**config.mk**
```make
export PLATFORM = sky130hd
export DESIGN_NAME = fifo_drain_ctrl_flat
export DESIGN_NICKNAME = d
export VERILOG_FILES = /design/src/rtl/fifo_drain_ctrl_if.sv /design/src/rtl/fifo_drain_ctrl.sv /design/src/flat_wrapper.sv
export SDC_FILE = /design/constraint.sdc
export NUM_CORES = 1
export LEC_CHECK = 0
export ABC_AREA = 0
export CAP_MARGIN = 20
export CORE_MARGIN = 4
export CORE_UTILIZATION = 25
export DETAILED_ROUTE_END_ITERATION = 7
export PLACE_DENSITY = 0.46
export SKIP_LAST_GASP = 1
export SLEW_MARGIN = 25
export SYNTH_ARGS = -nofsm -noshare
export SYNTH_HDL_FRONTEND = slang
export SYNTH_SLANG_ARGS = --single-unit
```
**constraint.sdc**
```tcl
create_clock -name clock -period 2.24 [get_ports clock]
set_input_delay 0.56 -clock clock [delete_from_list [all_inputs] [get_ports clock]]
set_output_delay 0.56 -clock clock [all_outputs]
set_load 0.005 [all_outputs]
```
**src/rtl/fifo_drain_ctrl_if.sv**
```systemverilog
// rtl/fifo_drain_ctrl_if.sv - FIFO read port and transmit stream bundle for fifo_drain_ctrl
interface fifo_drain_ctrl_if #(
  parameter int DATA_WIDTH = 8,
  parameter int ADDR_WIDTH = 8
);
  logic                  enable;
  logic                  flush;
  logic                  fifo_empty;
  logic                  fifo_full;
  logic [ADDR_WIDTH-1:0] fifo_usedw;
  logic [DATA_WIDTH-1:0] fifo_q;
  logic                  fifo_rdreq;
  logic [DATA_WIDTH-1:0] m_data;
  logic                  m_valid;
  logic                  m_ready;
  logic                  busy;
  logic [15:0]           tx_count;

  modport master (
    input  enable, flush, fifo_empty, fifo_full, fifo_usedw, fifo_q, m_ready,
    output fifo_rdreq, m_data, m_valid, busy, tx_count
  );

  modport slave (
    output enable, flush, fifo_empty, fifo_full, fifo_usedw, fifo_q, m_ready,
    input  fifo_rdreq, m_data, m_valid, busy, tx_count
  );
endinterface

```
**src/rtl/fifo_drain_ctrl.sv**
```systemverilog
// rtl/fifo_drain_ctrl.sv - read-side drain scheduler for the USB-to-UART byte FIFO
// Starts a burst on watermark, idle timeout or flush and drains one word in flight at a time.
module fifo_drain_ctrl #(
  parameter int DATA_WIDTH  = 8,
  parameter int ADDR_WIDTH  = 8,
  parameter int THRESHOLD   = 16,
  parameter int TIMEOUT     = 1000,
  parameter int TIMER_WIDTH = 16
) (
  input logic              clock,
  input logic              aclr,
  fifo_drain_ctrl_if.master bus
);

  typedef enum logic [1:0] {
    IDLE = 2'd0,
    REQ  = 2'd1,
    LOAD = 2'd2,
    HOLD = 2'd3
  } state_t;

  localparam logic [ADDR_WIDTH:0]    LVL_DEPTH = (ADDR_WIDTH+1)'(2**ADDR_WIDTH);
  localparam logic [ADDR_WIDTH:0]    LVL_THR   = (ADDR_WIDTH+1)'(THRESHOLD);
  localparam logic [TIMER_WIDTH-1:0] TMO       = TIMER_WIDTH'(TIMEOUT);

  state_t                 state_q, state_d;
  logic                   fifo_rdreq_q, fifo_rdreq_d;
  logic                   m_valid_q, m_valid_d;
  logic [DATA_WIDTH-1:0]  m_data_q, m_data_d;
  logic                   busy_q, busy_d;
  logic [15:0]            tx_count_q, tx_count_d;
  logic [TIMER_WIDTH-1:0] timer_q, timer_d;
  logic                   flush_pending_q, flush_pending_d;

  logic [ADDR_WIDTH:0]    level;
  logic                   expired;
  logic                   trigger;
  logic                   burst_end_clear;

  always_comb begin
    // usedw wraps to 0 when full, so the full flag supplies the missing top value
    level   = bus.fifo_full ? LVL_DEPTH : {1'b0, bus.fifo_usedw};
    expired = (timer_q == TMO);
    trigger = bus.enable && !bus.fifo_empty &&
              ((level >= LVL_THR) || expired || flush_pending_q);

    state_d         = state_q;
    fifo_rdreq_d    = 1'b0;
    m_valid_d       = m_valid_q;
    m_data_d        = m_data_q;
    tx_count_d      = tx_count_q;
    burst_end_clear = 1'b0;

    case (state_q)
      IDLE: begin
        if (trigger) begin
          state_d      = REQ;
          fifo_rdreq_d = 1'b1;
        end
      end
      REQ: begin
        state_d = LOAD;
      end
      LOAD: begin
        m_data_d  = bus.fifo_q;
        m_valid_d = 1'b1;
        state_d   = HOLD;
      end
      HOLD: begin
        if (bus.m_ready) begin
          m_valid_d       = 1'b0;
          tx_count_d      = tx_count_q + 16'd1;
          burst_end_clear = bus.fifo_empty;
          if (!bus.fifo_empty && bus.enable) begin
            state_d      = REQ;
            fifo_rdreq_d = 1'b1;
          end else begin
            state_d = IDLE;
          end
        end
      end
      default: begin
        state_d = IDLE;
      end
    endcase

    if (state_q != IDLE || bus.fifo_empty) begin
      timer_d = '0;
    end else if (!expired) begin
      timer_d = timer_q + TIMER_WIDTH'(1);
    end else begin
      timer_d = timer_q;
    end

    // a new flush request outranks any clear landing in the same cycle
    if (bus.flush) begin
      flush_pending_d = 1'b1;
    end else if (burst_end_clear || (state_q == IDLE && bus.fifo_empty)) begin
      flush_pending_d = 1'b0;
    end else begin
      flush_pending_d = flush_pending_q;
    end

    busy_d = (state_d != IDLE);
  end

  always_ff @(posedge clock or posedge aclr) begin
    if (aclr) begin
      state_q         <= IDLE;
      fifo_rdreq_q    <= 1'b0;
      m_valid_q       <= 1'b0;
      m_data_q        <= '0;
      busy_q          <= 1'b0;
      tx_count_q      <= '0;
      timer_q         <= '0;
      flush_pending_q <= 1'b0;
    end else begin
      state_q         <= state_d;
      fifo_rdreq_q    <= fifo_rdreq_d;
      m_valid_q       <= m_valid_d;
      m_data_q        <= m_data_d;
      busy_q          <= busy_d;
      tx_count_q      <= tx_count_d;
      timer_q         <= timer_d;
      flush_pending_q <= flush_pending_d;
    end
  end

  assign bus.fifo_rdreq = fifo_rdreq_q;
  assign bus.m_valid    = m_valid_q;
  assign bus.m_data     = m_data_q;
  assign bus.busy       = busy_q;
  assign bus.tx_count   = tx_count_q;

endmodule

```
**src/flat_wrapper.sv**
```systemverilog
// flat-port wrapper written by rule: the top's interface ports become plain ports
module fifo_drain_ctrl_flat 
#(
  parameter int DATA_WIDTH  = 8,
  parameter int ADDR_WIDTH  = 8,
  parameter int THRESHOLD   = 16,
  parameter int TIMEOUT     = 1000,
  parameter int TIMER_WIDTH = 16
)
  (clock, aclr, bus_enable, bus_flush, bus_fifo_empty, bus_fifo_full, bus_fifo_usedw, bus_fifo_q, bus_m_ready, bus_fifo_rdreq, bus_m_data, bus_m_valid, bus_busy, bus_tx_count);
  fifo_drain_ctrl_if #(.DATA_WIDTH(DATA_WIDTH), .ADDR_WIDTH(ADDR_WIDTH)) bus_i ();
  input logic clock;
  input logic aclr;
  input wire logic [$bits(bus_i.enable)-1:0] bus_enable;
  input wire logic [$bits(bus_i.flush)-1:0] bus_flush;
  input wire logic [$bits(bus_i.fifo_empty)-1:0] bus_fifo_empty;
  input wire logic [$bits(bus_i.fifo_full)-1:0] bus_fifo_full;
  input wire logic [$bits(bus_i.fifo_usedw)-1:0] bus_fifo_usedw;
  input wire logic [$bits(bus_i.fifo_q)-1:0] bus_fifo_q;
  input wire logic [$bits(bus_i.m_ready)-1:0] bus_m_ready;
  output wire logic [$bits(bus_i.fifo_rdreq)-1:0] bus_fifo_rdreq;
  output wire logic [$bits(bus_i.m_data)-1:0] bus_m_data;
  output wire logic [$bits(bus_i.m_valid)-1:0] bus_m_valid;
  output wire logic [$bits(bus_i.busy)-1:0] bus_busy;
  output wire logic [$bits(bus_i.tx_count)-1:0] bus_tx_count;
  assign bus_i.enable = bus_enable;
  assign bus_i.flush = bus_flush;
  assign bus_i.fifo_empty = bus_fifo_empty;
  assign bus_i.fifo_full = bus_fifo_full;
  assign bus_i.fifo_usedw = bus_fifo_usedw;
  assign bus_i.fifo_q = bus_fifo_q;
  assign bus_i.m_ready = bus_m_ready;
  assign bus_fifo_rdreq = bus_i.fifo_rdreq;
  assign bus_m_data = bus_i.m_data;
  assign bus_m_valid = bus_i.m_valid;
  assign bus_busy = bus_i.busy;
  assign bus_tx_count = bus_i.tx_count;
  fifo_drain_ctrl #(.DATA_WIDTH(DATA_WIDTH), .ADDR_WIDTH(ADDR_WIDTH), .THRESHOLD(THRESHOLD), .TIMEOUT(TIMEOUT), .TIMER_WIDTH(TIMER_WIDTH)) u_core (.clock(clock), .aclr(aclr), .bus(bus_i));
endmodule
```
Yosys cells after proc, flatten, opt, wreduce, memory -nomap -nowiden
Index checks and enable logic that the tools add are counted.
{"block": "word_totals", "latchBits": 0, "output_inout_bits": 27, "wordCells": 49, "rom_bits": 0, "memories": 0, "ram_bits": 0, "register_bits": 46, "in_bits": 23}
{"block": "classes", "reduce_logical": 15, "n_mul": 0, "bitwise_logic": 0, "magnitude_cmp": 1, "n_addsub": 2, "n_div": 0, "mux": 17, "n_eq_ne": 6, "n_shift": 0}
{"cell": "16-bit by 1-bit adder with 16-bit output, second input constant", "count": 2}
{"cell": "16-bit two-way mux", "count": 2}
{"cell": "16-bit by 10-bit equality test with 1-bit output, second input constant", "count": 1}
{"cell": "9-bit by 5-bit greater-or-equal comparator with 1-bit output, second input constant", "count": 1}
{"cell": "1-bit two-way mux", "count": 9}
{"cell": "9-bit two-way mux", "count": 1}
{"cell": "2-bit case mux with 4 select lines", "count": 1}
{"cell": "2-bit nonzero test", "count": 4}
{"cell": "2-bit equality test, second input constant", "count": 2}
{"cell": "1-bit logical OR", "count": 4}
{"cell": "2-bit two-way mux", "count": 2}
{"cell": "2-bit != test, second input constant", "count": 2}
{"cell": "1-bit case mux with 2 select lines", "count": 2}
{"cell": "2-bit AND reduction", "count": 2}
{"cell": "1-bit logical AND", "count": 3}
{"cell": "2-bit by 1-bit equality test with 1-bit output, second input constant", "count": 1}
{"cell": "2-bit logical NOT", "count": 1}
{"cell": "1-bit logical NOT", "count": 1}

Logic depth before layout (Yosys ltp)
Gate-level depths: netlist of the first run.
{"block": "logic_depth", "depth_word": 8, "depth_mapped": 6, "mapped_depth_nobuf": 6}

Worst setup path before layout of the first run
No wires, ideal clock.
{"block": "synth_path", "path_kind": "in2reg", "startpoint": "in bus_fifo_usedw[5]", "endpoint": "reg u_core.busy_q (netlist: u_core.bus.busy)", "n_path_buf": 0, "arrival_ps": 1630, "required_time_ps": 2114, "setup_slack_ps": 484, "stages": 4, "setup_ps": 126, "path_cell_list": "or4_4 nor3_4 nand2_2 a311o_1"}
{"block": "synth_via", "elab_chain_cells": 8}
{"item": "from (decl)", "line_no": "flat_wrapper.sv:18", "rtl": "input wire logic [$bits(bus_i.fifo_usedw)-1:0] bus_fifo_usedw;"}
{"item": "9-bit two-way mux", "line_no": "fifo_drain_ctrl.sv:42", "rtl": "level = bus.fifo_full ? LVL_DEPTH : {1'b0, bus.fifo_usedw};"}
{"item": "9-bit by 5-bit greater-or-equal comparator with 1-bit output", "line_no": "fifo_drain_ctrl.sv:45", "rtl": "((level >= LVL_THR) || expired || flush_pending_q);"}
{"item": "1-bit logical OR (2 in a row)", "line_no": "fifo_drain_ctrl.sv:45"}
{"item": "1-bit logical AND", "line_no": "fifo_drain_ctrl.sv:44", "rtl": "trigger = bus.enable && !bus.fifo_empty &&"}
{"item": "2-bit two-way mux", "line_no": "fifo_drain_ctrl.sv:56", "rtl": "if (trigger) begin"}
{"item": "2-bit case mux with 4 select lines", "line_no": "fifo_drain_ctrl.sv:54", "rtl": "case (state_q)"}
{"item": "2-bit nonzero test", "line_no": "fifo_drain_ctrl.sv:104", "rtl": "busy_d = (state_d != IDLE);"}
{"item": "net u_core.busy_d", "line_no": "fifo_drain_ctrl.sv:30", "rtl": "logic busy_q, busy_d;"}
{"item": "to (signal assigned)", "line_no": "fifo_drain_ctrl.sv:122", "rtl": "busy_q <= busy_d;"}
{"item": "to (decl)", "line_no": "fifo_drain_ctrl.sv:30"}
The timed path passes the listed nets, and every way through them passes these cells.
A chain may end at the register's enable or synchronous reset.

Worst setup path in the final report of the first run
Same ends and word-level chain as after synthesis.

==> results of run 1 <==
[layout by cell type, fill, tap and decap left out, drive strengths merged]
master	n
and2	4
nor2b	4
o211ai	1
a31o	2
o211a	1
and3	4
nor3	5
xor2	9
nand3b	1
dfrtp	46
nor4b	2
nand3	10
a21oi	5
clkbuf	7
clkdlybuf4s50	45
xnor2	15
mux2i	1
nor3b	1
a21boi	2
or3	3
nand4	9
nor4	1
buf	6
a311o	1
nand2	13
or4	1
a21o	1
nor4bb	1
o21ai	8
inv	9
mux2	10
ha	8
and4	2
bufinv	1
nor2	17
nand2b	2
[per-stage QoR]
step,cells,hold slack (ns),power [W],cell area (sq um)
floorplan,204,0.468,0.00154,2240
global placement,358,0.462,0.00197,2860
detailed placement,358,0.469,0.00197,2860
CTS,366,0.481,0.00261,2970
global route,366,0.486,0.00275,2970
finish,366,0.469,0.00256,2970
[logic make-up after synthesis]
| logic type | count (synthesis) |
|---|---|
| AOI/OAI and AO/OA | 21 |
| buffers and inverters | 14 |
| adders and majority gates | 8 |
| DFF | 46 |
| and+or+nand+nor | 80 |
| xor gates and xnor gates | 24 |
| muxes | 11 |
[layer usage]
metal	track usage, %	vias up	wire length [um]
li1	-	807	-
met1	13.0	772	2240
met2	13.4	31	2040
met3	2.77	4	256
met4	3.29	0	54
met5	0	-	0
[report_power, final]
part           internal [W]  switching, W  total, W
clock              0.000335      0.000284  0.000618
sequential         0.000993      0.000125   0.00112
combinational      0.000488      0.000337  0.000825
[state kept, by name, indices dropped and copies added, names as in the netlist]
register,cells
u_core.bus.tx_count,16
u_core.timer_q,16
u_core.bus.busy,1
u_core.flush_pending_q,1
u_core.bus.fifo_rdreq,1
u_core.bus.m_valid,1
u_core.bus.m_data,8
u_core.state_q,2
[layout make-up]
| class | instances | area, sq um | share of cell area [%] |
|---|---|---|---|
| Multi-Input combinational cell | 144 | 1040 | 34.9 |
| Clock buffer | 7 | 76.3 | 2.57 |
| Sequential cell | 46 | 1150 | 38.8 |
| Tap cell | 108 | 135 | 4.55 |
| Timing Repair Buffer | 51 | 508 | 17.1 |
| Inverter | 9 | 33.8 | 1.14 |
| Clock inverter | 1 | 30.0 | 1.01 |
[worst min-delay path by stage]
stage	to	cells after the start	start	slack, ns
2_1_floorplan	u_core.bus.tx_count[15]$_DFFE_PP0P_	1	u_core.bus.tx_count[15]$_DFFE_PP0P_	0.47
3_3_place_gp	u_core.bus.tx_count[15]$_DFFE_PP0P_	1	u_core.bus.tx_count[15]$_DFFE_PP0P_	0.46
3_5_place_dp	u_core.bus.tx_count[15]$_DFFE_PP0P_	1	u_core.bus.tx_count[15]$_DFFE_PP0P_	0.47
4_1_cts	u_core.bus.tx_count[15]$_DFFE_PP0P_	1	u_core.bus.tx_count[15]$_DFFE_PP0P_	0.48
5_1_grt	u_core.bus.tx_count[15]$_DFFE_PP0P_	1	u_core.bus.tx_count[15]$_DFFE_PP0P_	0.49
6_report	u_core.bus.tx_count[15]$_DFFE_PP0P_	1	u_core.bus.tx_count[15]$_DFFE_PP0P_	0.47
==> out/metrics.yaml, run 1 <==
hold_buffers: 0
grt.total_usage_pct: 9.22
r2r_start: "u_core.timer_q[0]$_DFFE_PP0P_"
hp-class: "reg -> reg"
p_per_area_mw_per_mm2: 862
dp_hpwl_um: 3300
path_class: "in -> reg"
wl_um: 4590
grt_max_degree: 47
critical_path.endpoint: "u_core.bus.busy$_DFF_PP0_"
place_congestion: 0.689
syn_area_sq_mm: 0.00224
reg2reg_slack_ns: 0.46
critPathLaunchType: "primary input"
synth_top_area_cell: "dfrtp_1"
die_w_um: 103
path_depth: 5
finish.utilization_pct: 34.1
fmax_mhz: 526
grt_pass1_vias: 1605
synthAdderAreaFrac_pct: 4.46
async_flop_share_pct: 100
ir_drop_mv: 0.442
antenna_found_initial: 0
crit_path_end_kind: "register"
synthFlopType: "dfrtp_1"
cp.arrival_ns: 2.08
syn_inst: 204
grt.overflow.total: 0
crit_required_ns: 2.42
layout-drive-gt1-share_pct: 8.53
start_util_pct: 25.7
cts_max_level: 2
clock_path_buffers: 2
ctsResizeCount: 0
avgSynthCellArea_sq_um: 11.0
postCtsSetupRepairBufs: 0
synth_top_family_by_area: "simple AND/OR/NAND/NOR gates"
fin_skew_ns: 0.00948
cts.sinks: 46
run_status: "finished, final reports clean"
io_pins: 50
final_hold_viol_count: 0
synth_edf_count: 0
area_growth_pct: 32.3
ys_seq_elements: 46
grt_pass1_wl_um: 7800
synth_compound_area_share_pct: 5.91
cp_slowest_cell: "or4_4"
cts_root_buf: "clkbuf_8"
leakage_nw: 1.25
relSlewSlack_pct: 67.6
synth_xor_area_share_pct: 9.36
rsz0062_at_grt: "false"
cp_top_family: "simple AND/OR/NAND/NOR gates"
worst_pin_slew_ns: 0.486
synth_common_cells: "46 x dfrtp_1, 17 x nor2_1, 15 x xnor2_1"
yosysUniqueCellTypes: 42
fin_tns_setup_ns: 0
viasPerCell: 4.41
cts_buffers: 5
maxCapViolCount: 0
crit_fanout: 2
rr_endpoint: "u_core.timer_q[14]$_DFFE_PP0P_"
yosys.area_share.simple_pct: 21.0
synth_nets: 235
period_minus_slack_ns: 1.90
synthTopCellsByArea: "dfrtp_1 51%, xnor2_1 5.9%, mux2_1 5.0%"
crit_path_start: "bus_fifo_usedw[5]"
rr_worst_depth: 5
fp.dieH_um: 103
rows: 34
clk-insertion-delay-late_ns: 0.30
cts_tree: "built"
wl_per_cell_um: 12.5
die_area_sq_mm: 0.0106
drv_slew: 0
seq_area_frac_synth_pct: 51.3
first_pass_iters: 4
final_net_count: 288
nFillCells: 874
slowest_delay_ns: 0.55
drtAntennaViolNets: 0
num_vias: 1614
first_iter_violations: 30
synthMuxAreaShare_pct: 5.46
core_area_sq_mm: 0.00872
synth_top_area_share_pct: 51.3
worstPathCellList: "clkdlybuf4s50_1 -> or4_4 -> nor3_4 -> nand2_2 -> a311o_1"
place.port_buffers: 45
antennaDiodeCount: 0
clk_pin_slew_ns: 0.09
yosysWarnings: 0
synth.most_common_cell: "dfrtp_1"
remaining_drc_errors: 0
path_buf_inv: 1
layout_setup_ws_ns: 0.340
finalSetupViolations: 0
dp_slack_ns: 0.0332
final_min_period_over_clock_period_pct: 84.8
Note: power is estimated with default switching activity, not from simulation.
==> run 2, diff against run 1 <==
Settings changed: PLACE_DENSITY 0.46 to 0.48.
Clock period 2.24 ns to 1.7 ns, I/O delays scaled along.
==> out/metrics.yaml, run 2 (synthesized netlist as in run 1, its figures left out) <==
run_status: "finished, final reports clean"
cts_buffers: 5
clock_path_buffers: 2
fmax_mhz: 603
fin_skew_ns: 0.00926
swShare_pct: 28.5
wl_per_cell_um: 12.1
wl_um: 4710
layout_common_cells: "46 x dfrtp_1, 43 x clkdlybuf4s50_1, 26 x buf_4, 17 x nor2_1, 15 x xnor2_1"
p_switching_w: 0.000993
dp_hpwl_um: 3430
final_area_sq_mm: 0.00315
viasPerCell: 4.41
crit_required_ns: 1.89
drv_slew: 0
hp-class: "reg -> reg"
first_pass_iters: 4
clk-insertion-delay-late_ns: 0.29
combinationalPowerShare_pct: 36.1
remaining_drc_errors: 0
finalSetupViolations: 0
critPathLaunchType: "primary input"
final_hold_viol_count: 0
cts_tree: "built"
cts_max_level: 2
place_congestion: 0.691
antennaDiodeCount: 0
dp_slack_ns: -0.381
grt_pass1_vias: 1713
relSlewSlack_pct: 76.9
io_pins: 50
start_util_pct: 25.7
layout-drive-gt1-share_pct: 16.4
rows: 34
leakage_nw: 1.39
path_class: "in -> reg"
layout_setup_ws_ns: 0.0426
final_net_count: 310
rsz0062_at_grt: "true"
pwr-share-seq_pct: 41.2
die_area_sq_mm: 0.0106
num_vias: 1712
hold_slack_ns: 0.475
cts_root_buf: "clkbuf_8"
p_clk_share_pct: 22.7
worst_pin_slew_ns: 0.341
drtAntennaViolNets: 0
power.internal_w: 0.00250
grt_max_degree: 47
die_w_um: 103
grt_pass1_wl_um: 7890
crit_fanout: 2
reg2reg_slack_ns: 0.11
finish.utilization_pct: 36.1
ir_drop_mv: 0.493
cp.arrival_ns: 1.85
grt.overflow.total: 0
place.port_buffers: 45
fp.dieH_um: 103
antenna_found_initial: 0
hold_buffers: 0
postPlaceCellArea_sq_mm: 0.00297
p_per_area_mw_per_mm2: 1110
period_minus_slack_ns: 1.66
final_common_cell: "dfrtp_1"
clk_pin_slew_ns: 0.09
cts.sinks: 46
grt.total_usage_pct: 9.28
maxCapViolCount: 0
area_growth_pct: 40.4
crit_path_end_kind: "register"
final_min_period_over_clock_period_pct: 97.5
first_iter_violations: 52
core_area_sq_mm: 0.00872
[run 2: cell types whose count changed in the layout (fill, tap and decap cells not counted), moves of 2 or more]
| cell | change |
|---|---|
| ha_2 | +2 |
| clkdlybuf4s50_1 | -2 |
| dlygate4sd2_1 | +2 |
| buf_4 | +21 |
| ha_1 | -2 |
[run 2: path summary, 6_finish.rpt]
| check | startpoint | end | cells past startpoint |
|---|---|---|---|
| hold reg to reg | u_core.bus.tx_count[15]$_DFFE_PP0P_ | u_core.bus.tx_count[15]$_DFFE_PP0P_ | 1 |
| hold / removal | u_core.bus.tx_count[15]$_DFFE_PP0P_ | u_core.bus.tx_count[15]$_DFFE_PP0P_ | 1 |
| setup / recovery | bus_fifo_usedw[7] | u_core.state_q[0]$_DFF_PP0_ | 6 |
| setup reg to reg | u_core.state_q[0]$_DFF_PP0_ | u_core.bus.busy$_DFF_PP0_ | 6 |
| max in group asynchronous | aclr | u_core.timer_q[0]$_DFFE_PP0P_ | 3 |
| min in group asynchronous | aclr | u_core.bus.tx_count[14]$_DFFE_PP0P_ | 3 |
[run 2: layer usage]
layer / vias to the layer above / routed length, um / track usage [%]
li1: 856 / - / -
met1: 825 / 2160 / 11.8
met2: 29 / 2290 / 15.6
met3: 2 / 237 / 2.84
met4: 0 / 27 / 2.09
met5: - / 0 / 0
[run 2: final cells by class]
class	count	area (sq um)
Inverter	9	33.8
Clock buffer	7	76.3
Multi-Input combinational cell	144	1050
Timing Repair Buffer	73	674
Sequential cell	46	1150
Fill cell	889	5570
Clock inverter	1	30.0
Tap cell	108	135
[run 2: through the flow]
step	TNS, ns	power, W	std cells
after floorplan	0	0.00203	204
after global placement	-1.73	0.00265	372
after detailed placement	-1.83	0.00266	372
after CTS	0	0.00352	382
after global routing	-0.00418	0.00376	388
final	0	0.00349	388
[run 2: power by group through the flow]
stage / Sequential [W] / Combinational, W / Clock (W)
after floorplan: 0.00149 / 0.000546 / 0
after global placement: 0.00149 / 0.00116 / 0
after detailed placement: 0.00150 / 0.00116 / 0
after CTS: 0.00145 / 0.00123 / 0.000840
after global routing: 0.00147 / 0.00141 / 0.000885
final: 0.00144 / 0.00126 / 0.000792
[run 2: repair_timing]
item | CTS | global route
resized for setup | 3 | 3
pin swaps | 5 | 1
endpoints found under the setup margin | 6 | 9
gates cloned | 0 | 0
buffers inserted | 3 | 6
[run 2: critical path, stage by stage]
cell	delay [ns]
clkdlybuf4s50_1	0.40
or4_4	0.49
nor3_4	0.17
nand2_2	0.09
buf_6	0.12
a31o_1	0.16
